`config.mk`:
```
export PLATFORM = sky130hd
export DESIGN_NAME = rtype_mc_controller
export DESIGN_NICKNAME = d
export VERILOG_FILES = /design/src/rtl/rtype_mc_controller_pkg.sv /design/src/rtl/rtype_mc_controller_alu_control.sv /design/src/rtl/rtype_mc_controller.sv
export SDC_FILE = /design/constraint.sdc
export NUM_CORES = 1
export LEC_CHECK = 0
export BUFFER_PORTS_ARGS = -buffer_cell sky130_fd_sc_hd__buf_2
export CORE_UTILIZATION = 45
export CTS_CLUSTER_DIAMETER = 150
export DETAILED_ROUTE_END_ITERATION = 16
export PLACE_DENSITY = 0.72
export SLEW_MARGIN = 25
export SYNTH_ARGS = -nofsm -noshare
export SYNTH_HDL_FRONTEND = slang
export SYNTH_SLANG_ARGS = --single-unit
```
`constraint.sdc`:
```
create_clock -name clk -period 2.3 [get_ports clk]
set_input_delay 0.23 -clock clk [delete_from_list [all_inputs] [get_ports clk]]
set_output_delay 0.23 -clock clk [all_outputs]
set_load 0.02 [all_outputs]
```
`src/rtl/rtype_mc_controller_pkg.sv`:
```
// Shared definitions for the multi-cycle R-type controller: state encoding,
// instruction field constants, ALU operation codes and the legality check.
package rtype_mc_controller_pkg;

   typedef enum logic [2:0] {
      ST_IDLE   = 3'd0,
      ST_FETCH  = 3'd1,
      ST_DECODE = 3'd2,
      ST_EXEC   = 3'd3,
      ST_WB     = 3'd4,
      ST_TRAP   = 3'd5
   } state_t;

   localparam logic [5:0] OP_RTYPE = 6'b000000;

   localparam logic [5:0] FN_ADD  = 6'b100000;
   localparam logic [5:0] FN_ADDU = 6'b100001;
   localparam logic [5:0] FN_SUB  = 6'b100010;
   localparam logic [5:0] FN_SUBU = 6'b100011;
   localparam logic [5:0] FN_AND  = 6'b100100;
   localparam logic [5:0] FN_OR   = 6'b100101;
   localparam logic [5:0] FN_NOR  = 6'b100111;
   localparam logic [5:0] FN_SLT  = 6'b101010;
   localparam logic [5:0] FN_SLL  = 6'b000000;
   localparam logic [5:0] FN_SRL  = 6'b000010;

   localparam logic [2:0] ALU_AND = 3'b000;
   localparam logic [2:0] ALU_OR  = 3'b001;
   localparam logic [2:0] ALU_ADD = 3'b010;
   localparam logic [2:0] ALU_SUB = 3'b100;
   localparam logic [2:0] ALU_SRL = 3'b101;
   localparam logic [2:0] ALU_SLL = 3'b110;
   localparam logic [2:0] ALU_NOR = 3'b111;

   // True for the funct codes this datapath can execute.
   function automatic logic is_legal_funct(input logic [5:0] fn);
      logic ok;
      case (fn)
         FN_ADD, FN_ADDU, FN_SUB, FN_SUBU, FN_AND,
         FN_OR, FN_NOR, FN_SLT, FN_SLL, FN_SRL: ok = 1'b1;
         default:                               ok = 1'b0;
      endcase
      return ok;
   endfunction

endpackage

```
`src/rtl/rtype_mc_controller_alu_control.sv`:
```
// Combinational funct-to-ALU-operation decoder. Unknown codes map to AND;
// the sequencer never reaches EXEC with an unknown code anyway.
module rtype_mc_controller_alu_control
   import rtype_mc_controller_pkg::*;
(
   input  logic [5:0] funct,
   output logic [2:0] alu_op
);

   // Translate the function field into the ALU operation select.
   always_comb begin
      alu_op = ALU_AND;
      case (funct)
         FN_ADD, FN_ADDU:         alu_op = ALU_ADD;
         FN_SUB, FN_SUBU, FN_SLT: alu_op = ALU_SUB;
         FN_AND:                  alu_op = ALU_AND;
         FN_OR:                   alu_op = ALU_OR;
         FN_NOR:                  alu_op = ALU_NOR;
         FN_SLL:                  alu_op = ALU_SLL;
         FN_SRL:                  alu_op = ALU_SRL;
         default:                 alu_op = ALU_AND;
      endcase
   end

endmodule

```
`src/rtl/rtype_mc_controller.sv`:
```
// Multi-cycle sequencer for the R-type datapath. Steps each instruction
// through FETCH, DECODE, EXEC and WB, traps on illegal encodings and counts
// retired instructions. All outputs except ir_we come straight from flops
// loaded with the decode of the upcoming state, so they line up with the
// state register and never see run combinationally.
module rtype_mc_controller
   import rtype_mc_controller_pkg::*;
#(
   parameter int CNT_W = 32
) (
   input  logic             clk,
   input  logic             reset,
   input  logic             run,
   input  logic             imem_ready,
   input  logic [31:0]      instr,
   output logic             imem_req,
   output logic             ir_we,
   output logic [2:0]       alu_op,
   output logic             shamt_sel,
   output logic             slt_sel,
   output logic             reg_write,
   output logic             pc_en,
   output logic             busy,
   output logic             illegal,
   output logic [CNT_W-1:0] retired
);

   state_t     state;
   state_t     state_next;
   logic [5:0] opcode_q;
   logic [5:0] funct_q;
   logic [2:0] dec_op;
   logic       fetch_hit;
   logic       legal;
   logic       alu_active_next;
   logic       is_shift;
   logic       is_slt;
   logic       unused_instr_bits;

   // Only the opcode and funct fields matter to the controller.
   assign unused_instr_bits = ^instr[25:6];

   assign fetch_hit       = (state == ST_FETCH) && imem_ready;
   assign ir_we           = fetch_hit;
   assign legal           = (opcode_q == OP_RTYPE) && is_legal_funct(funct_q);
   assign alu_active_next = (state_next == ST_EXEC) || (state_next == ST_WB);
   assign is_shift        = (funct_q == FN_SLL) || (funct_q == FN_SRL);
   assign is_slt          = (funct_q == FN_SLT);

   rtype_mc_controller_alu_control u_alu_control (
      .funct  (funct_q),
      .alu_op (dec_op)
   );

   // Next-state selection for the instruction sequencer.
   always_comb begin
      state_next = state;
      case (state)
         ST_IDLE:   if (run) state_next = ST_FETCH;
         ST_FETCH:  if (imem_ready) state_next = ST_DECODE;
         ST_DECODE: state_next = legal ? ST_EXEC : ST_TRAP;
         ST_EXEC:   state_next = ST_WB;
         ST_WB:     state_next = run ? ST_FETCH : ST_IDLE;
         ST_TRAP:   state_next = ST_TRAP;
         default:   state_next = ST_IDLE;
      endcase
   end

   // State register, field latch, registered output decodes and retire counter.
   always_ff @(posedge clk) begin
      if (reset) begin
         state     <= ST_IDLE;
         opcode_q  <= 6'd0;
         funct_q   <= 6'd0;
         imem_req  <= 1'b0;
         alu_op    <= ALU_AND;
         shamt_sel <= 1'b0;
         slt_sel   <= 1'b0;
         reg_write <= 1'b0;
         pc_en     <= 1'b0;
         busy      <= 1'b0;
         illegal   <= 1'b0;
         retired   <= '0;
      end else begin
         state <= state_next;
         if (fetch_hit) begin
            opcode_q <= instr[31:26];
            funct_q  <= instr[5:0];
         end
         imem_req  <= (state_next == ST_FETCH);
         alu_op    <= alu_active_next ? dec_op : ALU_AND;
         shamt_sel <= alu_active_next && is_shift;
         slt_sel   <= alu_active_next && is_slt;
         reg_write <= (state_next == ST_WB);
         pc_en     <= (state_next == ST_WB);
         busy      <= (state_next != ST_IDLE) && (state_next != ST_TRAP);
         illegal   <= (state_next == ST_TRAP);
         if (state == ST_WB) begin
            retired <= retired + CNT_W'(1);
         end
      end
   end

endmodule

```
Word level (Yosys, flattened, before mapping)
Index checks and enable logic that the tools add are counted.

operators by class
  add/subtract/negate cells = 1
  equality and inequality tests = 19
  multiplexer cells = 7
  bitwise logic cells = 1
  reductions and logical operators = 15

operator list
  kind                                                              count
  6-bit == test (second input constant)                             8
  3-bit one-hot mux with 6 select lines                             2
  32-bit by 1-bit adder with 32-bit output (second input constant)  1
  3-bit == test (second input constant)                             4
  6-bit zero test                                                   2
  10-bit OR reduction                                               1
  3-bit by 2-bit == test with 1-bit output (second input constant)  3
  3-bit two-way mux                                                 3
  3-bit by 1-bit == test with 1-bit output (second input constant)  2
  6-bit by 2-bit == test with 1-bit output (second input constant)  1
  1-bit logical AND                                                 5
  2-bit OR reduction                                                2
  3-bit zero test                                                   1
  3-bit inequality test (second input constant)                     1
  3-bit nonzero test                                                1
  3-bit OR reduction                                                1
  1-bit logical OR                                                  2
  1-bit two-way mux                                                 2
  1-bit inverter                                                    1

word-level totals
  bits in registers = 56
  bits of input ports = 36
  output and inout port bits = 43
  logic and storage cells = 54

Logic depth before layout (Yosys ltp)
Gate-level depths: netlist of run 1.

  depth after elaboration = 10
  mapped depth = 6

Modules after synthesis
Synthesis of run 1 repeated with hierarchy kept, for this count alone.

second synthesis, totals
  cell total of the unflattened synthesis = 304
  area, all modules = 2534.9 um^2

by module, submodules not included
  module                           times used  cells an instance  area an instance (um^2)
  rtype_mc_controller              1           292                2453.6
  rtype_mc_controller_alu_control  1           12                 81.3

Worst setup path before layout of run 1
OpenSTA, ideal clock, no wires.

  path type = register to register
  from = reg retired[3]
  to = reg retired[31]
  setup time = 0.070 ns
  arrival time = 1.826 ns
  required time = 2.230 ns
  path slack = 0.404 ns
  cell stages (with the launch flop) = 7
  path buffers = 1
  path through = dfxtp_1 and4_1 and4_1 buf_4 nand4b_4 or4_1 a21oi_1

between the ends
  word-level cells in the longest chain between the ends = 1

RTL lines
  element                                   RTL line                   RTL
  start: declaration                        rtype_mc_controller.sv:25  output logic [CNT_W-1:0] retired
  start signal: assignment                  rtype_mc_controller.sv:99  retired <= retired + CNT_W'(1);
  32-bit by 1-bit adder with 32-bit output  rtype_mc_controller.sv:99

Every way passes these cells.
A chain may end at the register's enable or synchronous reset.

Worst setup path in the final report of run 1
  from = reg funct_q[5]
  to = reg shamt_sel

between the ends
  word-level cells in the longest chain between the ends = 9
  elaborated cells between the ends (all ways) = 20
  those cells by class = eq/ne: 11; mux: 3; reduce/logical: 6

RTL lines
  element                                                                    RTL line                       RTL
  start: declaration                                                         rtype_mc_controller.sv:31      logic [5:0] funct_q;
  start signal: assignment                                                   rtype_mc_controller.sv:88      funct_q <= instr[5:0];
  6-bit == test, or another cell as far along                                rtype_mc_controller_pkg.sv:38  case (fn)
  10-bit OR reduction                                                        rtype_mc_controller_pkg.sv:38
  1-bit two-way mux                                                          rtype_mc_controller_pkg.sv:38
  1-bit logical AND                                                          rtype_mc_controller.sv:45      assign legal = (opcode_q == OP_RTYPE) && is_legal_funct(funct_q);
  3-bit two-way mux                                                          rtype_mc_controller.sv:61      ST_DECODE: state_next = legal ? ST_EXEC : ST_TRAP;
  3-bit one-hot mux with 6 select lines                                      rtype_mc_controller.sv:58      case (state)
  3-bit by 2-bit == test with 1-bit output or 3-bit == test (tied branches)  rtype_mc_controller.sv:46      assign alu_active_next = (state_next == ST_EXEC) || (state_next == ST_WB);
  1-bit logical OR                                                           rtype_mc_controller.sv:46
  1-bit logical AND *                                                        rtype_mc_controller.sv:92      shamt_sel <= alu_active_next && is_shift;
  end signal: assignment                                                     rtype_mc_controller.sv:92
  end: declaration                                                           rtype_mc_controller.sv:19      output logic shamt_sel,

Every way passes the cells marked *; elsewhere a longest branch is shown, timed or not.

==> results of run 1 <==
-- routing by layer --
layer	up-vias	wire length (um)
li1	1077	-
met5	-	0
met2	39	2190
met4	0	53
met3	6	163
met1	970	2470
-- registers in the layout (all words and copies together) (netlist names) --
name       cells
alu_op         3
busy           1
funct_q        6
illegal        1
imem_req       1
opcode_q       6
pc_en          1
retired       32
shamt_sel      1
slt_sel        1
state          3
-- tightest hold or removal path: stages --
cell                      delay, ns
sky130_fd_sc_hd__buf_2         0.09
sky130_fd_sc_hd__nand2_1       0.04
sky130_fd_sc_hd__a21oi_1       0.05
-- how the worst max path moves through the flow --
stage / start / endpoint / slack, ns
after CTS: funct_q[5] / shamt_sel / 0.40
after global routing: funct_q[5] / shamt_sel / 0.27
final: funct_q[5] / shamt_sel / 0.38
after floorplan: retired[3] / retired[31] / 0.40
after global placement: funct_q[5] / shamt_sel / 0.43
after detailed placement: retired[4] / retired[30] / 0.42
-- where the power goes --
group          total (uW)  switching (uW)  internal, uW
combinational         115            68.0          46.9
sequential           1010            21.1           989
clock                 541             294           246
-- stage by stage --
| stage | utilization (%) | cell area, sq um |
|---|---|---|
| detailed placement | 53.7 | 2760 |
| floorplan | - | 2410 |
| global placement | 53.7 | 2760 |
| finish | 55.5 | 2850 |
| global route | 55.5 | 2850 |
| CTS | 55.5 | 2850 |
-- logic make-up after synthesis --
kind of cell | Yosys count | share of synthesized area [%]
AO/OA/AOI/OAI | 36 | 8.57
XOR/XNOR | 25 | 9.09
adder cells (fa/ha/maj) | 1 | 0.519
buffers and inverters | 17 | 3.27
flip-flops | 56 | 46.5
multiplexers | 2 | 0.883
AND/OR/NAND/NOR | 142 | 31.1
-- layout by cell type, fill, tap and decap left out, types with 9 or more instances in the layout --
| cell | synthesis | layout |
|---|---|---|
| sky130_fd_sc_hd__nand3_1 | 9 | 9 |
| sky130_fd_sc_hd__buf_2 | 0 | 58 |
| sky130_fd_sc_hd__and3_1 | 10 | 10 |
| sky130_fd_sc_hd__nand2_1 | 42 | 42 |
| sky130_fd_sc_hd__nand4_1 | 13 | 13 |
| sky130_fd_sc_hd__xor2_1 | 21 | 21 |
| sky130_fd_sc_hd__dfxtp_1 | 56 | 56 |
| sky130_fd_sc_hd__a21oi_1 | 23 | 23 |
| sky130_fd_sc_hd__nor2_1 | 34 | 34 |
-- cell type report --
| cell class | instances | area, sq um | area share (%) |
|---|---|---|---|
| flip-flops and latches | 56 | 1120 | 39.3 |
| clock buffers | 8 | 90.1 | 3.16 |
| well taps | 70 | 87.6 | 3.07 |
| repair buffers | 64 | 335 | 11.8 |
| inverters | 2 | 7.51 | 0.263 |
| multi-input cells | 206 | 1210 | 42.4 |
==> run summary, run 1 <==
The area of the core region came out at just over 5000 sq um. The detailed-router iteration count before antenna repair is 5. The nature of the critical path startpoint is a flip-flop. After synthesis, the cell types taking the most area are sky130_fd_sc_hd__dfxtp_1 47%, sky130_fd_sc_hd__xor2_1 7.6%, sky130_fd_sc_hd__nand2_1 6.5%. The remaining design rule violation count came out at 0.

The die outline area is between 5000 and 6000 sq um. IR analysis of the VDD net gives a maximum drop of 362 uV. The worst setup path is captured at a flip-flop. For hold timing, the worst endpoint is opcode_q[1].

The count of pins over their slew limit came to 0. Summing over every cut layer, the via total after detailed routing is around 2.1k. The number of global-route vias before repair is 1716. The routed length per instance came out at 12.0 um.

The total power density per cell area came out at ~580 nW/um^2. The effective utilization at floorplan is 46.9%. The minimum clock period after layout is between 1.5 and 2 ns.

The predominant post-synthesis flop cell is sky130_fd_sc_hd__dfxtp_1. The clock transition at the registers of the reported paths came out at roughly 0.09 ns. Averaged over all synthesized cells, the footprint is 8.63 sq um. Counting flops with an async set or reset pin after synthesis yields a share of 0%. The total of endpoints with negative setup slack in the final report is 0. STA puts the critical path data arrival time at 2.13 ns.

The cell depth of the worst setup path came out at 5. The number of placed cells counting well taps came out at 398. The part of the Yosys area used for sequential elements is 46.5%. The TritonCTS clock tree is yes. The number of synthesized register bits is 56. The final-layout setup total negative slack came out at 0 ns. For met2 alone, demand over resource in global routing was 26.8%. The final period utilization is 83.4%. In the global route stage, overall resource usage came out at 17.5%. For this run, global-route usage on met1 was measured as roughly 25%.

The H-tree level count is 2. The wire length of the first global-routing pass came out at 7670 um. The master of the slowest instance on the critical path is sky130_fd_sc_hd__dfxtp_1. The layout net count came out at between 300 and 400. The endpoint of the most critical register-to-register path is shamt_sel. The insertion delay to the later sink of the worst-skew pair came out at 0.30 ns. After detailed routing, the total wire length is 4870 um. Measured against its own limit, the worst slew margin works out to a little under three fifths. Data on the critical path is required at its endpoint by 2.51 ns. The overall power consumption is ~1700 uW. The number of antenna violations at the first check in global routing was 0. Summed over all cells, the static leakage comes to around 0.0013 uW. For this run the aggregate overflow at the end of global routing stands at 0. The most congested layer reported by global routing is met2. The max-cap violation count is 0.

sky130_fd_sc_hd__dfxtp_1 is the most common cell in the netlist. The fill cell instance count of the final layout is 524. Broken down by cell family, the worst path's largest delay share belongs to compound AO/OA/AOI/OAI gates. The worst-margin pin slew is 0.661 ns.

The post-synth net total came out at 316. The peak clock frequency supported by timing came out at 0.521 GHz. The total standard cell area after synthesis is 2410 sq um.

The share of post-route cells with drive strength above 1 is 22.6%. 79 I/O pins were placed. The gate count of the mapped netlist came out at 279. The mean number of vias per cell is just over 5. The worst reg-to-reg path cell count came out at 5. The post-route worst hold slack came out at 0.154 ns. The worst setup path category is reg2reg. The number of hold buffers added after cts is 0.

The TritonCTS buffer count came out at 5. The synthesized design spends more area on one cell type than any other, namely sky130_fd_sc_hd__dfxtp_1. The congestion estimate from routability-driven global placement came to 0.799. The number of endpoints with negative hold slack in the final report was 0.

The register-to-register setup slack is around 0.38 ns. The maximum net fanout on the critical path came out at 11. The number of buffers and inverters on the critical path came out at 0. The run finished with clean final reports. The post-CTS setup buffer count came out at 0. The number of gates resized after cts is 0. The final non-filler cell total came out at 406. The cell at the root of the clock tree is sky130_fd_sc_hd__clkbuf_8. The number of enable flip-flop cells after synthesis is 0. Sorting the synthesized cells by how often they occur yields 56 x sky130_fd_sc_hd__dfxtp_1, 42 x sky130_fd_sc_hd__nand2_1, 34 x sky130_fd_sc_hd__nor2_1. The count of different cell masters after synthesis is 41. The proportion of netlist area held by the largest area contributor is 46.5%. Setup repair after global routing left no endpoint under its margin. The placed wire-length estimate came out at 3400 um. Once detail routing completed, the nets flagged for antenna violations numbered 0. The worst slack at placement came out at ~0.42 ns. The count of synthesis-stage warnings from yosys came out at 0. The final worst clock skew came out at ~0.0044 ns.

The chip width came out at 75.2 um. In this run the vertical extent of the chip is ~75 um. The number of violations reported at the end of detailed-routing iteration 0 is 84. The growth of design area from synthesis to finish came out at 18.3%. The startpoint identified for the worst hold timing path is instr[27]. The met3 usage is 2.81%. The buffer depth of the longest clock path is 2.

The delay of the slowest critical-path stage is 0.53 ns. The row count is 26. The worst setup margin came out at 0.382 ns.

The tightest min-delay check is of the in2reg type. The pin count of the biggest net entering global routing is 35. The clock net in this run drives a total of 56 sinks. The number of input and output port buffers inserted came out at 58. The critical path goes through nand2_1, a211o_1, a21oi_1, o21ai_0, nor4b_1. The diode insertion count for antenna repair is 0. Counting instances, the worst hold path has a depth of 3.

The start of the worst register-to-register path is funct_q[5].
Note: power is estimated with default switching activity, not from simulation.
==> run 2: changes to the inputs <==
- ABC_AREA: not set -> 1
- PLACE_DENSITY: 0.72 -> 0.7
- clock period: 2.3 -> 1.95 ns (I/O delays scaled with it)
==> run 2 against run 1 <==
Flip-flop and latch count unchanged. Maximum frequency up 15%. Setup slack worse by 0.10 ns. Non-clock buffer count up 1. Cell area up 22%. Via count up 42%. Power up 31%. First-iteration DRC count up 67%. Sequential power up 19%. Critical endpoint is now retired[31]. Highest routed layer unchanged.
==> run summary, run 2 <==
Setup repair after global routing left no endpoint under its margin. The data required time at the worst endpoint came out at 2.14 ns. The row count came out at 29. The nature of the critical path startpoint is a flip-flop. Dividing the final minimum period by the clock period gives 85.7%.

The mean number of vias per cell came out at 5.02. The die outline area came out at 6990 sq um. TritonCTS built the clock tree. The number of routed nets with antenna violations came out at 0. The number of enable flip-flop cells after synthesis is 0.

The most common cell in the synthesized netlist is sky130_fd_sc_hd__nand2_1. The remaining design rule violation count is 0. The total detailed-routing wirelength is 6920 um. The max-cap violation count came out at 0. The maximum net fanout on the critical path came out at 5. At the worst endpoint, the arrival time is about 1.9 ns.

The area growth from synthesis to layout is 16.5%. In this run the worst setup path begins at retired[14]. The number of global-route vias before repair is 2671.

The average cell area after synthesis is 6.60 sq um. In this run the critical register-to-register path is launched from retired[14]. The critical path in this run is classified as reg2reg. The first global-routing pass estimated 12000 um of wire.

Among all flip-flop cells after synthesis, the most frequent one is sky130_fd_sc_hd__dfxtp_1. The final non-filler cell total is ~590. The number of endpoints with negative hold slack in the final report came to 0.

Ranked by flip-flop count, first place goes to retired. The insertion delay to the later sink of the worst-skew pair is 0.31 ns. The number of antenna violations at the first check in global routing was 0.

By count the netlist is led by 123 x sky130_fd_sc_hd__nand2_1, 68 x sky130_fd_sc_hd__nor2_1, 56 x sky130_fd_sc_hd__dfxtp_1. The overall global routing resource usage is roughly a fifth. After synthesis, the largest area contributor takes up 37.4% of total cell area. Clock tree synthesis selected as its root buffer the cell sky130_fd_sc_hd__clkbuf_8. In this run the worst hold path is classified as in2reg. The Yosys step of the flow raised 0 warnings.

The total of endpoints with negative setup slack in the final report is 0. The endpoint of the most critical register-to-register path is retired[31]. Summed over all layers, the global routing overflow is 0. The number of hold buffers added after CTS was 0. The count of pins over their slew limit came out at 0. The layout net count came out at roughly 550. The worst-margin pin slew is about 0.48 ns. The largest area contributor in the netlist is sky130_fd_sc_hd__dfxtp_1. The minimum clock period after layout is 1.67 ns. The worst supply voltage drop on vdd came out at 361 uV.

The area of the core region is about 6400 sq um. The H-tree level count came out at 2. The TritonCTS buffer count is 5. The category of the worst setup path capture point is a flip-flop. In the synthesized netlist, the number of instances is 454. The detailed-router iteration count before antenna repair came out at 4. The number of violations reported at the end of detailed-routing iteration 0 is 140. After clock tree synthesis, the setup repair step added 0 buffers.

The final-layout setup total negative slack is 0 ns. In this run the worst setup path terminates at retired[31]. The library cells used most frequently in the layout, excluding fill and tap cells, are 123 x sky130_fd_sc_hd__nand2_1, 68 x sky130_fd_sc_hd__nor2_1, 58 x sky130_fd_sc_hd__buf_2.

The startpoint of the tightest hold check path is instr[31]. The peak clock frequency supported by timing came out at around 0.6 GHz. The chip width came out at between 80 and 90 um. For this run, asynchronously set or reset flops after synthesis account for 0%. The netlist uses 30 different library cells. The share of post-route cells with drive strength above 1 came out at 21.7%. The headroom to the max-slew limit came out at 67.5%. The number of input and output port buffers inserted came out at 58. The buffer depth of the longest clock path came out at 2.

The clock transition at the registers of the reported paths came out at 0.09 ns. The number of flip-flops under the largest register name came out at 32. The worst reg-to-reg path cell count is 9. The placed wire-length estimate is approximately 5400 um.

The number of placed cells counting well taps came out at 584. Dividing total power by cell area gives a power density of 627 nW/um^2. The repair_antennas step left the layout with diodes totalling 0. After synthesis the cells add up to around 3000 sq um. The final weighted congestion of routability-driven global placement is 0.865.

The final worst clock skew came out at 0.00729 ns. The part of the Yosys area used for sequential elements is between 30% and 40%. The fill cell instance count of the final layout is ~640. The routed length per instance came out at 11.7 um. The count of boundary I/O pins came out at 79.

The post-synth net total came out at 491. The register-to-register setup slack is 0.28 ns. The number of synthesized register bits came out at 56. The pin count of the biggest net entering global routing is 21. The run finished with clean final reports. The number of clock sinks seen by CTS is 56. The library cell used most frequently in the layout, excluding fill and tap cells, is sky130_fd_sc_hd__nand2_1.

By area the synthesized netlist is led by sky130_fd_sc_hd__dfxtp_1 37%, sky130_fd_sc_hd__nand2_1 15%, sky130_fd_sc_hd__nor2_1 8.5%. The floorplan step set the die height to 83.6 um. The static leakage is 0.00140 uW.

Once the clock tree was built, the resizer swapped 0 gates to a different size. The final route contains 2974 vias. For this configuration, the core starts out at a cell density of between 40% and 50%. The largest registers in the layout are retired: 32 flops, funct_q: 6 flops, opcode_q: 6 flops.
## run 2: cell count changes in the layout (fill, tap and decap cells not counted), moves of 10 or more
cell                      previous run  this run
sky130_fd_sc_hd__nor2_2              0        11
sky130_fd_sc_hd__nand3_1             9        25
sky130_fd_sc_hd__a21oi_1            23        33
sky130_fd_sc_hd__xor2_1             21         7
sky130_fd_sc_hd__o21ai_0             6        20
sky130_fd_sc_hd__inv_1               2        42
sky130_fd_sc_hd__nand2_1            42       123
sky130_fd_sc_hd__nor3_1              2        14
sky130_fd_sc_hd__and3_1             10         0
sky130_fd_sc_hd__nor2_1             34        68
## run 2: kinds of logic (layout without fill, tap and decap cells)
| group | after synthesis | after routing | share of synthesized area [%] |
|---|---|---|---|
| flops | 56 | 56 | 37.4 |
| xor+xnor | 8 | 8 | 2.34 |
| compound gates | 57 | 57 | 10.2 |
| fa+ha+maj | 1 | 1 | 0.418 |
| buf+inv | 60 | 121 | 7.77 |
| simple gates | 272 | 272 | 41.9 |
## run 2: worst max-delay path: stages (launching register included)
cell                      delay (ns)
sky130_fd_sc_hd__dfxtp_1        0.43
sky130_fd_sc_hd__nand2_1        0.13
sky130_fd_sc_hd__nor2_1         0.21
sky130_fd_sc_hd__nand2_1        0.08
sky130_fd_sc_hd__nor3_1         0.38
sky130_fd_sc_hd__nand2_1        0.11
sky130_fd_sc_hd__nand2_1        0.08
sky130_fd_sc_hd__nand2_1        0.04
sky130_fd_sc_hd__nand2_1        0.05
sky130_fd_sc_hd__a21oi_1        0.05
## run 2: worst min-delay path by stage
| stage | to | slack, ns | cells past startpoint |
|---|---|---|---|
| after floorplan | funct_q[0] | 0.36 | 2 |
| after global routing | opcode_q[2] | 0.17 | 3 |
| after global placement | opcode_q[1] | 0.44 | 2 |
| final | opcode_q[5] | 0.15 | 3 |
| after CTS | funct_q[0] | 0.14 | 3 |
| after detailed placement | opcode_q[1] | 0.45 | 2 |
## run 2: layout make-up
type / instances / area, sq um / share of cell area [%]
timing repair buffer: 65 / 343 / 9.82
inverter: 48 / 181 / 5.20
tap: 77 / 96.3 / 2.76
clock buffer: 6 / 72.6 / 2.08
clock inverter: 2 / 35.0 / 1.00
multi-input combinational: 338 / 1640 / 47.0
sequential: 56 / 1120 / 32.1
## run 2: routing by layer
layer  global-route usage [%]  routed length [um]
met5                        0                   0
met4                     4.93                  59
met3                     3.56                 495
met2                     33.6                2990
met1                     29.3                3370
## run 2: power by group
| part | internal [uW] | switching [uW] |
|---|---|---|
| Combinational | 82.7 | 152 |
| Clock | 382 | 375 |
| Sequential | 1180 | 19.8 |
## run 2: through the flow
step           util (%)  hold WS [ns]  power (uW)  cell area [sq um]  worst slack (ns)
3_3_place_gp       53.0         0.440        1450               3380             0.364
2_1_floorplan         -         0.362        1390               3000             0.198
6_report           54.7         0.148        2190               3490             0.278
5_1_grt            54.7         0.165        2290               3490            0.0801
4_1_cts            54.7         0.142        2210               3490             0.309
3_5_place_dp       53.0         0.446        1460               3380             0.333
